===== src/rtl/ram_burst_master_pkg.sv =====
// Shared definitions for the RAM burst initiator: default widths, RAM depth
// and the controller state encoding.
package ram_burst_master_pkg;

  localparam int ADDR_W_DEF = 10;
  localparam int DATA_W_DEF = 20;
  localparam int LEN_W_DEF  = 4;
  localparam int RAM_DEPTH  = 1024;

  typedef enum logic [2:0] {
    ST_IDLE       = 3'd0,
    ST_WR_BEAT    = 3'd1,
    ST_RD_ISSUE   = 3'd2,
    ST_RD_CAPTURE = 3'd3,
    ST_RD_HOLD    = 3'd4,
    ST_DONE       = 3'd5
  } state_t;

endpackage


===== src/rtl/ram_burst_ctr.sv =====
// Address / remaining-beat register pair shared by the write and read paths.
// Address arithmetic wraps modulo 2^ADDR_W.
module ram_burst_ctr #(
  parameter int ADDR_W = 10,
  parameter int LEN_W  = 4
) (
  input  logic              clk,
  input  logic              rst,
  input  logic              load,
  input  logic              step,
  input  logic [ADDR_W-1:0] load_addr,
  input  logic [LEN_W-1:0]  load_len,
  output logic [ADDR_W-1:0] cur_addr,
  output logic [LEN_W-1:0]  beats_left,
  output logic              last
);

  always_ff @(posedge clk or posedge rst) begin
    if (rst) begin
      cur_addr   <= '0;
      beats_left <= '0;
    end else if (load) begin
      cur_addr   <= load_addr;
      beats_left <= load_len;
    end else if (step) begin
      cur_addr   <= cur_addr + ADDR_W'(1);
      beats_left <= beats_left - LEN_W'(1);
    end
  end

  assign last = (beats_left == '0);

endmodule


===== src/rtl/ram_burst_master.sv =====
// Burst initiator for the single-port program/data RAM: streams write bursts
// into the RAM and read bursts out under a valid/ready handshake.
module ram_burst_master
  import ram_burst_master_pkg::*;
#(
  parameter int ADDR_W = ADDR_W_DEF,
  parameter int DATA_W = DATA_W_DEF,
  parameter int LEN_W  = LEN_W_DEF
) (
  input  logic              clk,
  input  logic              rst,
  input  logic              req_valid,
  output logic              req_ready,
  input  logic              req_we,
  input  logic [ADDR_W-1:0] req_addr,
  input  logic [LEN_W-1:0]  req_len,
  input  logic              wr_valid,
  output logic              wr_ready,
  input  logic [DATA_W-1:0] wr_data,
  output logic              rd_valid,
  input  logic              rd_ready,
  output logic [DATA_W-1:0] rd_data,
  output logic [ADDR_W-1:0] ram_addr,
  output logic [DATA_W-1:0] ram_wdata,
  output logic              ram_str,
  output logic              ram_ld,
  input  logic [DATA_W-1:0] ram_rdata,
  output logic              busy,
  output logic              done
);

  state_t            state, state_nxt;
  logic              ctr_load, ctr_step, ctr_last, capture;
  logic [ADDR_W-1:0] cur_addr;
  logic [LEN_W-1:0]  beats_left;

  ram_burst_ctr #(.ADDR_W(ADDR_W), .LEN_W(LEN_W)) u_ctr (
    .clk        (clk),
    .rst        (rst),
    .load       (ctr_load),
    .step       (ctr_step),
    .load_addr  (req_addr),
    .load_len   (req_len),
    .cur_addr   (cur_addr),
    .beats_left (beats_left),
    .last       (ctr_last)
  );

  always_ff @(posedge clk or posedge rst) begin
    if (rst) state <= ST_IDLE;
    else     state <= state_nxt;
  end

  // Read word is registered so it stays stable for the whole RD_HOLD wait.
  always_ff @(posedge clk or posedge rst) begin
    if (rst)          rd_data <= '0;
    else if (capture) rd_data <= ram_rdata;
  end

  always_comb begin
    state_nxt = state;
    ctr_load  = 1'b0;
    ctr_step  = 1'b0;
    capture   = 1'b0;
    req_ready = 1'b0;
    wr_ready  = 1'b0;
    rd_valid  = 1'b0;
    ram_addr  = '0;
    ram_wdata = '0;
    ram_str   = 1'b0;
    ram_ld    = 1'b0;
    done      = 1'b0;
    unique case (state)
      ST_IDLE: begin
        req_ready = 1'b1;
        if (req_valid) begin
          ctr_load  = 1'b1;
          state_nxt = req_we ? ST_WR_BEAT : ST_RD_ISSUE;
        end
      end
      ST_WR_BEAT: begin
        // Strobe follows wr_valid directly so the RAM commits on the handshake edge.
        wr_ready  = 1'b1;
        ram_addr  = cur_addr;
        ram_wdata = wr_data;
        ram_str   = wr_valid;
        if (wr_valid) begin
          ctr_step = 1'b1;
          if (ctr_last) state_nxt = ST_DONE;
        end
      end
      ST_RD_ISSUE: begin
        ram_addr  = cur_addr;
        ram_ld    = 1'b1;
        state_nxt = ST_RD_CAPTURE;
      end
      ST_RD_CAPTURE: begin
        ram_addr  = cur_addr;
        ram_ld    = 1'b1;
        capture   = 1'b1;
        state_nxt = ST_RD_HOLD;
      end
      ST_RD_HOLD: begin
        rd_valid = 1'b1;
        if (rd_ready) begin
          ctr_step  = 1'b1;
          state_nxt = ctr_last ? ST_DONE : ST_RD_ISSUE;
        end
      end
      ST_DONE: begin
        done      = 1'b1;
        state_nxt = ST_IDLE;
      end
      default: state_nxt = ST_IDLE;
    endcase
  end

  assign busy = (state != ST_IDLE);

endmodule


===== config.mk =====
export PLATFORM = sky130hd
export DESIGN_NAME = ram_burst_master
export DESIGN_NICKNAME = d
export VERILOG_FILES = /design/src/rtl/ram_burst_master_pkg.sv /design/src/rtl/ram_burst_ctr.sv /design/src/rtl/ram_burst_master.sv
export SDC_FILE = /design/constraint.sdc
export NUM_CORES = 1
export LEC_CHECK = 0
export ABC_AREA = 1
export CAP_MARGIN = 30
export CORE_ASPECT_RATIO = 1.2
export CORE_UTILIZATION = 39
export DETAILED_ROUTE_END_ITERATION = 8
export PLACE_DENSITY = 0.9
export SYNTH_ARGS = -nofsm -noshare
export SYNTH_HDL_FRONTEND = slang
export SYNTH_HIERARCHICAL = 1
export SYNTH_SLANG_ARGS = --single-unit

===== constraint.sdc =====
create_clock -name clk -period 1.9 [get_ports clk]
set_input_delay 0.19 -clock clk [delete_from_list [all_inputs] [get_ports clk]]
set_output_delay 0.19 -clock clk [all_outputs]
set_load 0.02 [all_outputs]

==> metrics.txt, run 1 <==
Post-Synth XOR/XNOR Area=1.65%; Residual DRC=0; fillers=463; H-tree depth=2; Ports=117; antenna-violating nets left=0; #FFs+latches synth=37; CTS buffer count=5; Horiz. Die Dim=69.3 um; die height=82.8 um; post-route clock period utilization=96.2%; die area=5740 um^2; Final min period=1.83 ns; share of cells above drive strength 1=7.82%; CP Class=register to output port; Worst-Skew Late Latency=0.28 ns; Syn Nets=362; nets=483; CTS Hold Buffers Added=0; max-slew violations=0; R2R depth=8; Yosys cell types=29; CP Max Fanout=24; R2R Path End=u_ctr/cur_addr[4]; CP Launch Type=register; clock network power share=under 10%; peak supply drop=~0.00071 V; Mapped Area=2120 um^2; flop2flop setup slack=~0.17 ns; Worst Setup SP=state[2]; synth warn=6; vias post-DR=2,314; outcome=completed; max frequency=roughly 0.55 GHz; Leakage Power=1.83 nW; mux contribution to synthesized area=0%; ys flop type=dfrtp_1; largest family of logic cells by synthesized area=simple AND/OR/NAND/NOR gates; sw frac=47.3%; GRT Resource Usage Total=21.3%; RSZ-0062 raised after global routing=false; commonest non-fill, non-tap cell in the layout=clkdlybuf4s50_1; r2r startpoint=state[2]; setup ws final=a little over 0.07 ns; Post-synth EDFFs=0; CTS clk-pin slew, worst paths=roughly 0.07 ns; area delta synth->final=62.1%; final core occ=65.4%; Synth Area in Compound Gates=approximately 8.3%; drt via density=4.78; Post-Synthesis Cells=300; GRT Max-Usage Layer=met2; Setup crit end kind=output port; antenna violations before repair=0; first-pass GRT wire length=9750 um; grt ovf=0; core area=5260 um^2; input/output buffers=116; Worst Path Required=1.71 ns; drt total wl=6030 um; clock sinks=37; max cap viols=0; switching pwr=0.00251 W; slew at the pin closest to its max-slew limit=0.562 ns; ys async rst share=100%; Adder-Cell Fraction of Synth Area=1.18%; Pre-antenna DRT Iters=4; Root Buffer=clkbuf_8; setup TNS=0 ns; Initial Utilization=between 40% and 50%; Flop pwr share=28.6%; DR WL/cell=around 12 um; CTS Buffer Depth=2; setup violators final=0; P_int=0.00280 W; GR met1 Demand/Resource=approximately a quarter; # rows=29; global placer's final weighted congestion=0.821; number of DRC markers in iteration 0=112; vias in the first global route=2,249; worst hold path class=input port to async pin; Logic pwr share=between 60% and 70%; CTS tree=yes; total power per unit cell area=1550 nW/um^2; Synth Area per Inst=7.07 um^2; GR met3 Demand/Resource=3.62%; met2 global-route usage=about two fifths; Arr. time, crit path=1.64 ns; Setup Buffers After CTS=0; DP Worst Slack=0.0530 ns; post-synthesis simple-gate area fraction=32.7%; most frequent cells in the layout=clkdlybuf4s50_1 (79), nand2_1 (78), inv_1 (49), nor2_1 (40), dfrtp_1 (37); Final Skew=roughly 0.0043 ns; Hold Vio Cnt, Final=0; post-DP HPWL=4730 um; slew margin rel.=62.5%; pin count of the biggest net entering global routing=25; Antenna diodes=0; sequential share of the synthesized area=43.7%
cells in the mapped netlist, types with 2 or more instances:
| library cell | count | area [um^2] |
|---|---|---|
| o21ai_1 | 5 | 25.0 |
| ha_1 | 2 | 25.0 |
| a31oi_1 | 2 | 12.5 |
| nor2_2 | 3 | 18.8 |
| clkbuf_1 | 2 | 7.51 |
| inv_1 | 49 | 184 |
| o21ai_0 | 5 | 25.0 |
| a22oi_1 | 8 | 60.1 |
| o21bai_1 | 2 | 15.0 |
| nand2_1 | 79 | 297 |
| o211ai_1 | 2 | 15.0 |
| xor2_1 | 3 | 26.3 |
| nor2_1 | 42 | 158 |
| nand4_1 | 2 | 12.5 |
| nand3_1 | 34 | 170 |
| buf_2 | 7 | 35.0 |
| inv_2 | 5 | 18.8 |
| dfrtp_1 | 37 | 926 |
registers in the layout (all words and copies together) (netlist names):
name              flops
u_ctr/cur_addr       10
rd_data              20
u_ctr/beats_left      4
state                 3
final cells by class:
type | count | area [um^2] | share of cell area [%]
clock buffer | 6 | 72.6 | 2.11
clock inverter | 2 | 10.0 | 0.291
inverter | 54 | 203 | 5.90
multi-input combinational | 198 | 945 | 27.5
sequential | 37 | 926 | 26.9
tap | 62 | 77.6 | 2.26
timing repair buffer | 125 | 1200 | 35.0
power by group through the flow:
stage	Combinational [W]	Sequential (W)	Clock, W
after CTS	0.00329	0.00152	0.000535
after global placement	0.00338	0.00150	0
after floorplan	0.00174	0.00172	0
after detailed placement	0.00347	0.00152	0
final	0.00328	0.00152	0.000518
after global routing	0.00360	0.00157	0.000578
repair_timing:
action	CTS	global route
gates cloned	0	0
resized for setup	36	10
setup endpoints to repair	35	15
stage by stage:
stage	instance area, um^2	power, W	std cells	hold WS, ns
after detailed placement	3380	0.00500	476	0.457
after CTS	3420	0.00534	484	0.298
after floorplan	2130	0.00346	300	0.0792
after global placement	3380	0.00489	476	0.453
final	3440	0.00532	484	0.286
after global routing	3440	0.00575	484	0.349
worst max path at each step:
stage	slack, ns	to	cells after the start
final	0.07	ram_wdata[13]	5
after global routing	0.0001	ram_wdata[16]	5
after CTS	0.05	u_ctr/cur_addr[4]	8
after detailed placement	0.05	u_ctr/cur_addr[4]	8
after global placement	0.14	ram_addr[6]	4
after floorplan	0.09	u_ctr/cur_addr[3]	10
cell families (layout without fill, tap and decap cells):
kind of cell	Yosys count	in the layout
AO/OA/AOI/OAI	27	27
XOR/XNOR	4	4
adder cells (fa/ha/maj)	2	2
buffers and inverters	65	187
flip-flops	37	37
AND/OR/NAND/NOR	165	165
worst max-delay path: stages, from the launching register on:
cell	delay, ns
dfrtp_1	0.47
nor2_4	0.15
nand2_1	0.10
buf_12	0.17
nor2_1	0.10
dlygate4sd2_1	0.36
metal layers:
layer / wire [um] / up-vias
met5: 0 / -
met4: 42 / 0
met3: 257 / 6
met2: 3190 / 82
met1: 2540 / 1060
li1: - / 1166
Note: power is estimated with default switching activity, not from simulation.
==> inputs of run 2 (changes only) <==
--- a/config.mk
+++ b/config.mk
@@ -8,9 +8,10 @@
 export ABC_AREA = 1
 export CAP_MARGIN = 30
 export CORE_ASPECT_RATIO = 1.2
-export CORE_UTILIZATION = 39
+export CORE_UTILIZATION = 50
 export DETAILED_ROUTE_END_ITERATION = 8
-export PLACE_DENSITY = 0.9
+export DONT_BUFFER_PORTS = 1
+export PLACE_DENSITY = 0.74
 export SYNTH_ARGS = -nofsm -noshare
 export SYNTH_HDL_FRONTEND = slang
 export SYNTH_HIERARCHICAL = 1
==> metrics.txt, run 2 (synthesis results as in run 1) <==
Flop pwr share=36.3% (was 28.6%); area delta synth->final=22.1% (was 62.1%); commonest non-fill, non-tap cell in the layout=nand2_1 (was clkdlybuf4s50_1); Ports=117 (unchanged); Logic pwr share=49.6% (was 61.7%); H-tree depth=2 (unchanged); nets=402 (was 483); max reg flops=20 (unchanged); first-pass GRT wire length=7620 um (was 9750 um); worst min-delay path endpoint=u_ctr/cur_addr[1]; RSZ-0062 raised after global routing=false (unchanged); Leakage Power=1.44 nW (was 1.83 nW); vias post-DR=1,958 (was 2,314); Antenna diodes=0 (unchanged); Hold Vio Cnt, Final=0 (unchanged); r2r startpoint=state[1] (was state[2]); die height=73.3 um (was 82.8 um); max cap viols=0 (unchanged); number of DRC markers in iteration 0=82 (was 112); Reg with most FFs=rd_data (unchanged); peak supply drop=0.00107 V (was 0.000711 V); share of cells above drive strength 1=19.1% (was 7.82%); worst hold stages=2; CTS tree=yes (unchanged); # rows=25 (was 29); clock sinks=37 (unchanged); antenna violations before repair=0 (unchanged); slew margin rel.=45.3% (was 62.5%); antenna-violating nets left=0 (unchanged); slew at the pin closest to its max-slew limit=0.820 ns (was 0.562 ns); Setup crit end kind=output port (unchanged); post-route clock period utilization=90.3% (was 96.2%); CTS clk-pin slew, worst paths=0.07 ns (about the same); Pre-antenna DRT Iters=5 (was 4); clock network power share=14.0% (was 9.7%); drt via density=4.96 (was 4.78); CP Max Fanout=23 (was 24); outcome=completed (unchanged); CP most frequent cell=buf_4; total power per unit cell area=1920 nW/um^2 (was 1550 nW/um^2); setup violators final=0 (unchanged); CTS Buffer Depth=2 (unchanged); post-DP HPWL=3860 um (was 4730 um); core area=4000 um^2 (was 5260 um^2); R2R Path End=u_ctr/beats_left[3] (was u_ctr/cur_addr[4]); flop2flop setup slack=0.22 ns (was 0.17 ns); P_int=0.00254 W (was 0.00280 W); sw frac=48.9% (was 47.3%); Worst-Skew Late Latency=0.29 ns (was 0.28 ns); Worst Path Required=1.71 ns (about the same); Critical-path top delay cell=dfrtp_1 (unchanged); Initial Utilization=53.0% (was 40.3%); CP Launch Type=register (unchanged); Final min period=1.72 ns (was 1.83 ns); max-slew violations=0 (unchanged); DR WL/cell=12.9 um (was 12.5 um); vias in the first global route=1,748 (was 2,249); Setup Buffers After CTS=0 (unchanged); CTS buffer count=5 (unchanged); Residual DRC=0 (unchanged); CP Cell Sequence=nor2_4 -> nand2_1 -> buf_4 -> nor2_1 -> buf_4 (was nor2_4 -> nand2_1 -> buf_12 -> nor2_1 -> dlygate4sd2_1); fillers=386 (was 463); most frequent cells in the layout=nand2_1 (79), inv_1 (49), buf_4 (42), nor2_1 (40), dfrtp_1 (37) (was clkdlybuf4s50_1 (79), nand2_1 (78), inv_1 (49), nor2_1 (40), dfrtp_1 (37)); global placer's final weighted congestion=0.878 (was 0.821); top flop regs=rd_data (20), u_ctr/cur_addr (10), u_ctr/beats_left (4) (unchanged); R2R depth=9 (was 8); CP max stage delay=0.48 ns (was 0.47 ns); GRT Resource Usage Total=23.1% (was 21.3%); drt total wl=5090 um (was 6030 um); Hold Slack=0.0385 ns (was 0.286 ns); setup TNS=0 ns (unchanged); Horiz. Die Dim=61.5 um (was 69.3 um); CP Class=register to output port (unchanged); input/output buffers=0 (was 116); max frequency=0.583 GHz (was 0.547 GHz); grt ovf=0 (unchanged); die area=4510 um^2 (was 5740 um^2); Root Buffer=clkbuf_8 (unchanged); Arr. time, crit path=1.53 ns (was 1.64 ns); Hold Startpoint=req_addr[1]; Register Area=926 um^2 (unchanged); worst hold path class=input port to register (was input port to async pin); switching pwr=0.00243 W (was 0.00251 W); Final Skew=0.00359 ns (was 0.00427 ns); Multi-input gate area=936 um^2 (was 945 um^2); pin count of the biggest net entering global routing=24 (was 25)
## run 2: cell count changes in the layout (fill, tap and decap cells not counted), sizes merged, moves of 2 or more
cell / delta
clkdlybuf4s15: -5
dlymetal6s2s: -2
dlygate4sd2: -29
clkinv: -2
clkdlybuf4s50: -79
buf: +34
## run 2: timing repair
| item | in CTS | in global routing |
|---|---|---|
| gates resized for setup | 0 | 1 |
| setup endpoints to repair | 0 | 1 |
| hold endpoints to repair | 37 | 0 |
| hold buffers | 1 | 0 |
## run 2: power groups by stage
stage / Clock [W] / Combinational (W) / Sequential (W)
6_report: 0.000699 / 0.00247 / 0.00181
4_1_cts: 0.000717 / 0.00247 / 0.00180
3_3_place_gp: 0 / 0.00239 / 0.00180
3_5_place_dp: 0 / 0.00246 / 0.00182
5_1_grt: 0.000754 / 0.00279 / 0.00188
2_1_floorplan: 0 / 0.00174 / 0.00172
## run 2: layout make-up
class	instances	share of cell area [%]
clock buffers	6	3.19
clock inverters	2	1.45
inverters	54	7.83
multi-input cells	198	36.2
flip-flops and latches	37	35.8
well taps	54	2.61
repair buffers	44	13.0
## run 2: worst max path at each step
stage               startpoint           endpoint  slack, ns
global route          state[2]             ram_ld       0.07
CTS                   state[2]             ram_ld       0.13
global placement      state[0]  u_ctr/cur_addr[5]       0.32
finish                state[2]            ram_str       0.18
floorplan             state[1]  u_ctr/cur_addr[3]       0.09
detailed placement    state[1]  u_ctr/cur_addr[4]       0.25
## run 2: worst max-delay path: cells and delay by family (launching register included)
kind,cells,cell delay (ns)
AND/OR/NAND/NOR,3,0.39
flip-flops,1,0.48
buffers and inverters,2,0.37
## run 2: per-stage QoR
stage               utilization [%]  total power, W  setup WS, ns  cell area (um^2)  std cells
floorplan                         -         0.00346        0.0858              2130        300
global placement               61.3         0.00419         0.324              2450        386
detailed placement             61.3         0.00428         0.246              2450        386
CTS                            64.6         0.00499         0.130              2580        395
global route                   64.7         0.00542        0.0667              2590        395
finish                         64.7         0.00498         0.184              2590        395
## run 2: routing by layer
| metal | up-vias | track usage (%) | routed length, um |
|---|---|---|---|
| li1 | 1001 | - | - |
| met1 | 872 | 26.2 | 2030 |
| met2 | 77 | 39.3 | 2600 |
| met3 | 8 | 7.22 | 385 |
| met4 | 0 | 9.88 | 83 |
| met5 | - | 0 | 0 |
==> inputs of run 3 (changes only) <==
--- a/config.mk
+++ b/config.mk
@@ -7,7 +7,7 @@
 export LEC_CHECK = 0
 export ABC_AREA = 1
 export CAP_MARGIN = 30
-export CORE_ASPECT_RATIO = 1.2
+export CORE_ASPECT_RATIO = 1.75
 export CORE_UTILIZATION = 50
 export DETAILED_ROUTE_END_ITERATION = 8
 export DONT_BUFFER_PORTS = 1
==> metrics.txt, run 3 (synthesis results as in run 1) <==
core area=4110 um^2 (was 4000 um^2); CTS buffer count=5 (unchanged); outcome=finished, violations left (was completed); Final Skew=0.00234 ns (was 0.00359 ns); Hold Vio Cnt, Final=23 (was 0); RSZ-0062 raised after global routing=false (unchanged); CP most frequent cell=buf_4 (unchanged); max cap viols=0 (unchanged); CP Cell Sequence=nor2_4 -> nand2_1 -> buf_4 -> nor2_1 -> buf_4 (unchanged); DR WL/cell=13.5 um (was 12.9 um); met2 global-route usage=49.2% (was 39.3%); Setup crit end kind=output port (unchanged); commonest non-fill, non-tap cell in the layout=nand2_1 (unchanged); delay-heaviest family, CP=flip-flops (unchanged); post-layout instance area=2530 um^2 (was 2590 um^2); Critical-path top delay cell=dfrtp_1 (unchanged); Crit path buffers/inverters=2 (unchanged); sw frac=50.7% (was 48.9%); CTS tree=yes (unchanged); Setup Buffers After CTS=0 (unchanged); global placer's final weighted congestion=0.757 (was 0.878); GRT Resource Usage Total=24.7% (was 23.1%); Placement Cell Area=2440 um^2 (was 2450 um^2); Worst Setup SP=state[2] (unchanged); Finished Layout Cells=389 (was 395); Logic pwr share=50.7% (was 49.6%); H-tree depth=2 (unchanged); failing checks=hold timing; flop2flop setup slack=0.24 ns (was 0.22 ns); Antenna diodes=0 (unchanged); first-pass GRT wire length=8270 um (was 7620 um); CTS clk-pin slew, worst paths=0.07 ns (about the same); Flop pwr share=38.2% (was 36.3%); CP Class=register to output port (unchanged); switching pwr=0.00241 W (was 0.00243 W); slew margin rel.=41.6% (was 45.3%); area delta synth->final=19.5% (was 22.1%); share of cells above drive strength 1=18.5% (was 19.1%); post-DP HPWL=4070 um (was 3860 um); P_int=0.00234 W (was 0.00254 W); Worst Path Required=1.71 ns (about the same); Leakage Power=1.43 nW (was 1.44 nW); antenna-violating nets left=0 (unchanged); # rows=31 (was 25); CP Max Fanout=23 (unchanged); nets=401 (was 402); Residual DRC=0 (unchanged); Ports=117 (unchanged); R2R depth=8 (was 9); clock network power share=11.1% (was 14.0%); Final min period=1.72 ns (about the same); Critical Path End=ram_wdata[3] (was ram_str); CP max stage delay=0.48 ns (about the same); drt via density=5.29 (was 4.96); max reg flops=20 (unchanged); die height=88.2 um (was 73.3 um); setup violators final=0 (unchanged); die area=4520 um^2 (was 4510 um^2); slew at the pin closest to its max-slew limit=0.875 ns (was 0.820 ns); Worst-Skew Late Latency=0.28 ns (was 0.29 ns); drt total wl=5240 um (was 5090 um); dpl cells=380 (was 386); clock sinks=37 (unchanged); GR met3 Demand/Resource=6.94% (was 7.22%); GRT Max-Usage Layer=met2 (unchanged); CP Launch Type=register (unchanged); GR met1 Demand/Resource=22.3% (was 26.2%); number of DRC markers in iteration 0=56 (was 82); antenna violations before repair=0 (unchanged); input/output buffers=0 (unchanged); max-slew violations=0 (unchanged); most frequent cells in the layout=nand2_1 (79), inv_1 (49), buf_4 (42), nor2_1 (40), dfrtp_1 (37) (unchanged); vias in the first global route=1,894 (was 1,748); worst hold path class=input port to async pin (was input port to register); grt ovf=0 (unchanged); Hold Slack=-0.0294 ns (was 0.0385 ns); Reg with most FFs=rd_data (unchanged); Root Buffer=clkbuf_8 (unchanged); vias post-DR=2,059 (was 1,958); Horiz. Die Dim=51.2 um (was 61.5 um); Arr. time, crit path=1.53 ns (about the same); Pre-antenna DRT Iters=4 (was 5); CTS Buffer Depth=2 (unchanged); max frequency=0.581 GHz (was 0.583 GHz); total power per unit cell area=1880 nW/um^2 (was 1920 nW/um^2); pin count of the biggest net entering global routing=24 (unchanged); Initial Utilization=51.6% (was 53.0%); setup TNS=0 ns (unchanged); R2R Path End=u_ctr/cur_addr[4] (was u_ctr/beats_left[3]); r2r startpoint=state[1] (unchanged); Levels on crit path=5 (unchanged); post-route clock period utilization=90.5% (was 90.3%); peak supply drop=0.000997 V (was 0.00107 V); top flop regs=rd_data (20), u_ctr/cur_addr (10), u_ctr/beats_left (4) (unchanged)
-- run 3: changes by cell type in the layout (fill, tap and decap cells not counted), sizes merged --
cell      change
buf           -1
clkinvlp      -1
bufinv        -1
clkinv        +2
-- run 3: repair_timing --
item                                   CTS  global route
endpoints found under the hold margin   14             0
hold buffers                             1             0
gates resized for setup                  0             0
-- run 3: area by class of cell --
| type | instances | area [um^2] |
|---|---|---|
| Multi-Input combinational cell | 198 | 936 |
| Tap cell | 49 | 61.3 |
| Inverter | 54 | 203 |
| Fill cell | 403 | 1580 |
| Sequential cell | 37 | 926 |
| Timing Repair Buffer | 43 | 325 |
| Clock inverter | 2 | 10.0 |
| Clock buffer | 6 | 72.6 |
-- run 3: per-layer routing --
metal	up-vias	routed length (um)	share of wire (%)
li1	1006	-	-
met1	942	1830	35
met2	102	2870	55
met3	9	435	8.3
met4	0	114	2.2
met5	-	0	0
-- run 3: metrics by stage --
| stage | hold slack (ns) | worst slack [ns] | total power [W] | utilization (%) |
|---|---|---|---|---|
| after floorplan | 0.0792 | 0.0858 | 0.00346 | - |
| after global placement | 0.167 | 0.290 | 0.00418 | 59.4 |
| after detailed placement | 0.152 | 0.237 | 0.00425 | 59.4 |
| after CTS | 0.00828 | 0.152 | 0.00479 | 61.6 |
| after global routing | 0.0298 | 0.0345 | 0.00515 | 61.6 |
| final | -0.0294 | 0.180 | 0.00475 | 61.6 |
-- run 3: power groups by stage --
stage               registers (W)  clock network [W]  logic, W
global placement          0.00181                  0   0.00237
detailed placement        0.00182                  0   0.00243
global route              0.00186           0.000584   0.00271
floorplan                 0.00172                  0   0.00174
CTS                       0.00181           0.000543   0.00244
finish                    0.00182           0.000525   0.00241
-- run 3: worst min-delay path by stage --
| stage | slack [ns] | cells past startpoint | to | start |
|---|---|---|---|---|
| after floorplan | 0.08 | 1 | u_ctr/beats_left[0] | rst |
| after global placement | 0.17 | 1 | u_ctr/beats_left[1] | rst |
| after detailed placement | 0.15 | 1 | u_ctr/beats_left[2] | rst |
| after CTS | 0.008 | 1 | rd_data[2] | rst |
| after global routing | 0.03 | 2 | rd_data[16] | ram_rdata[16] |
| final | -0.03 | 1 | rd_data[8] | rst |
-- run 3: worst register-to-register path: cells and delay by family, from the launching register on --
kind / cells / cell delay (ns)
AND/OR/NAND/NOR: 4 / 0.66
flip-flops: 1 / 0.41
AO/OA/AOI/OAI: 2 / 0.29
buffers and inverters: 2 / 0.17
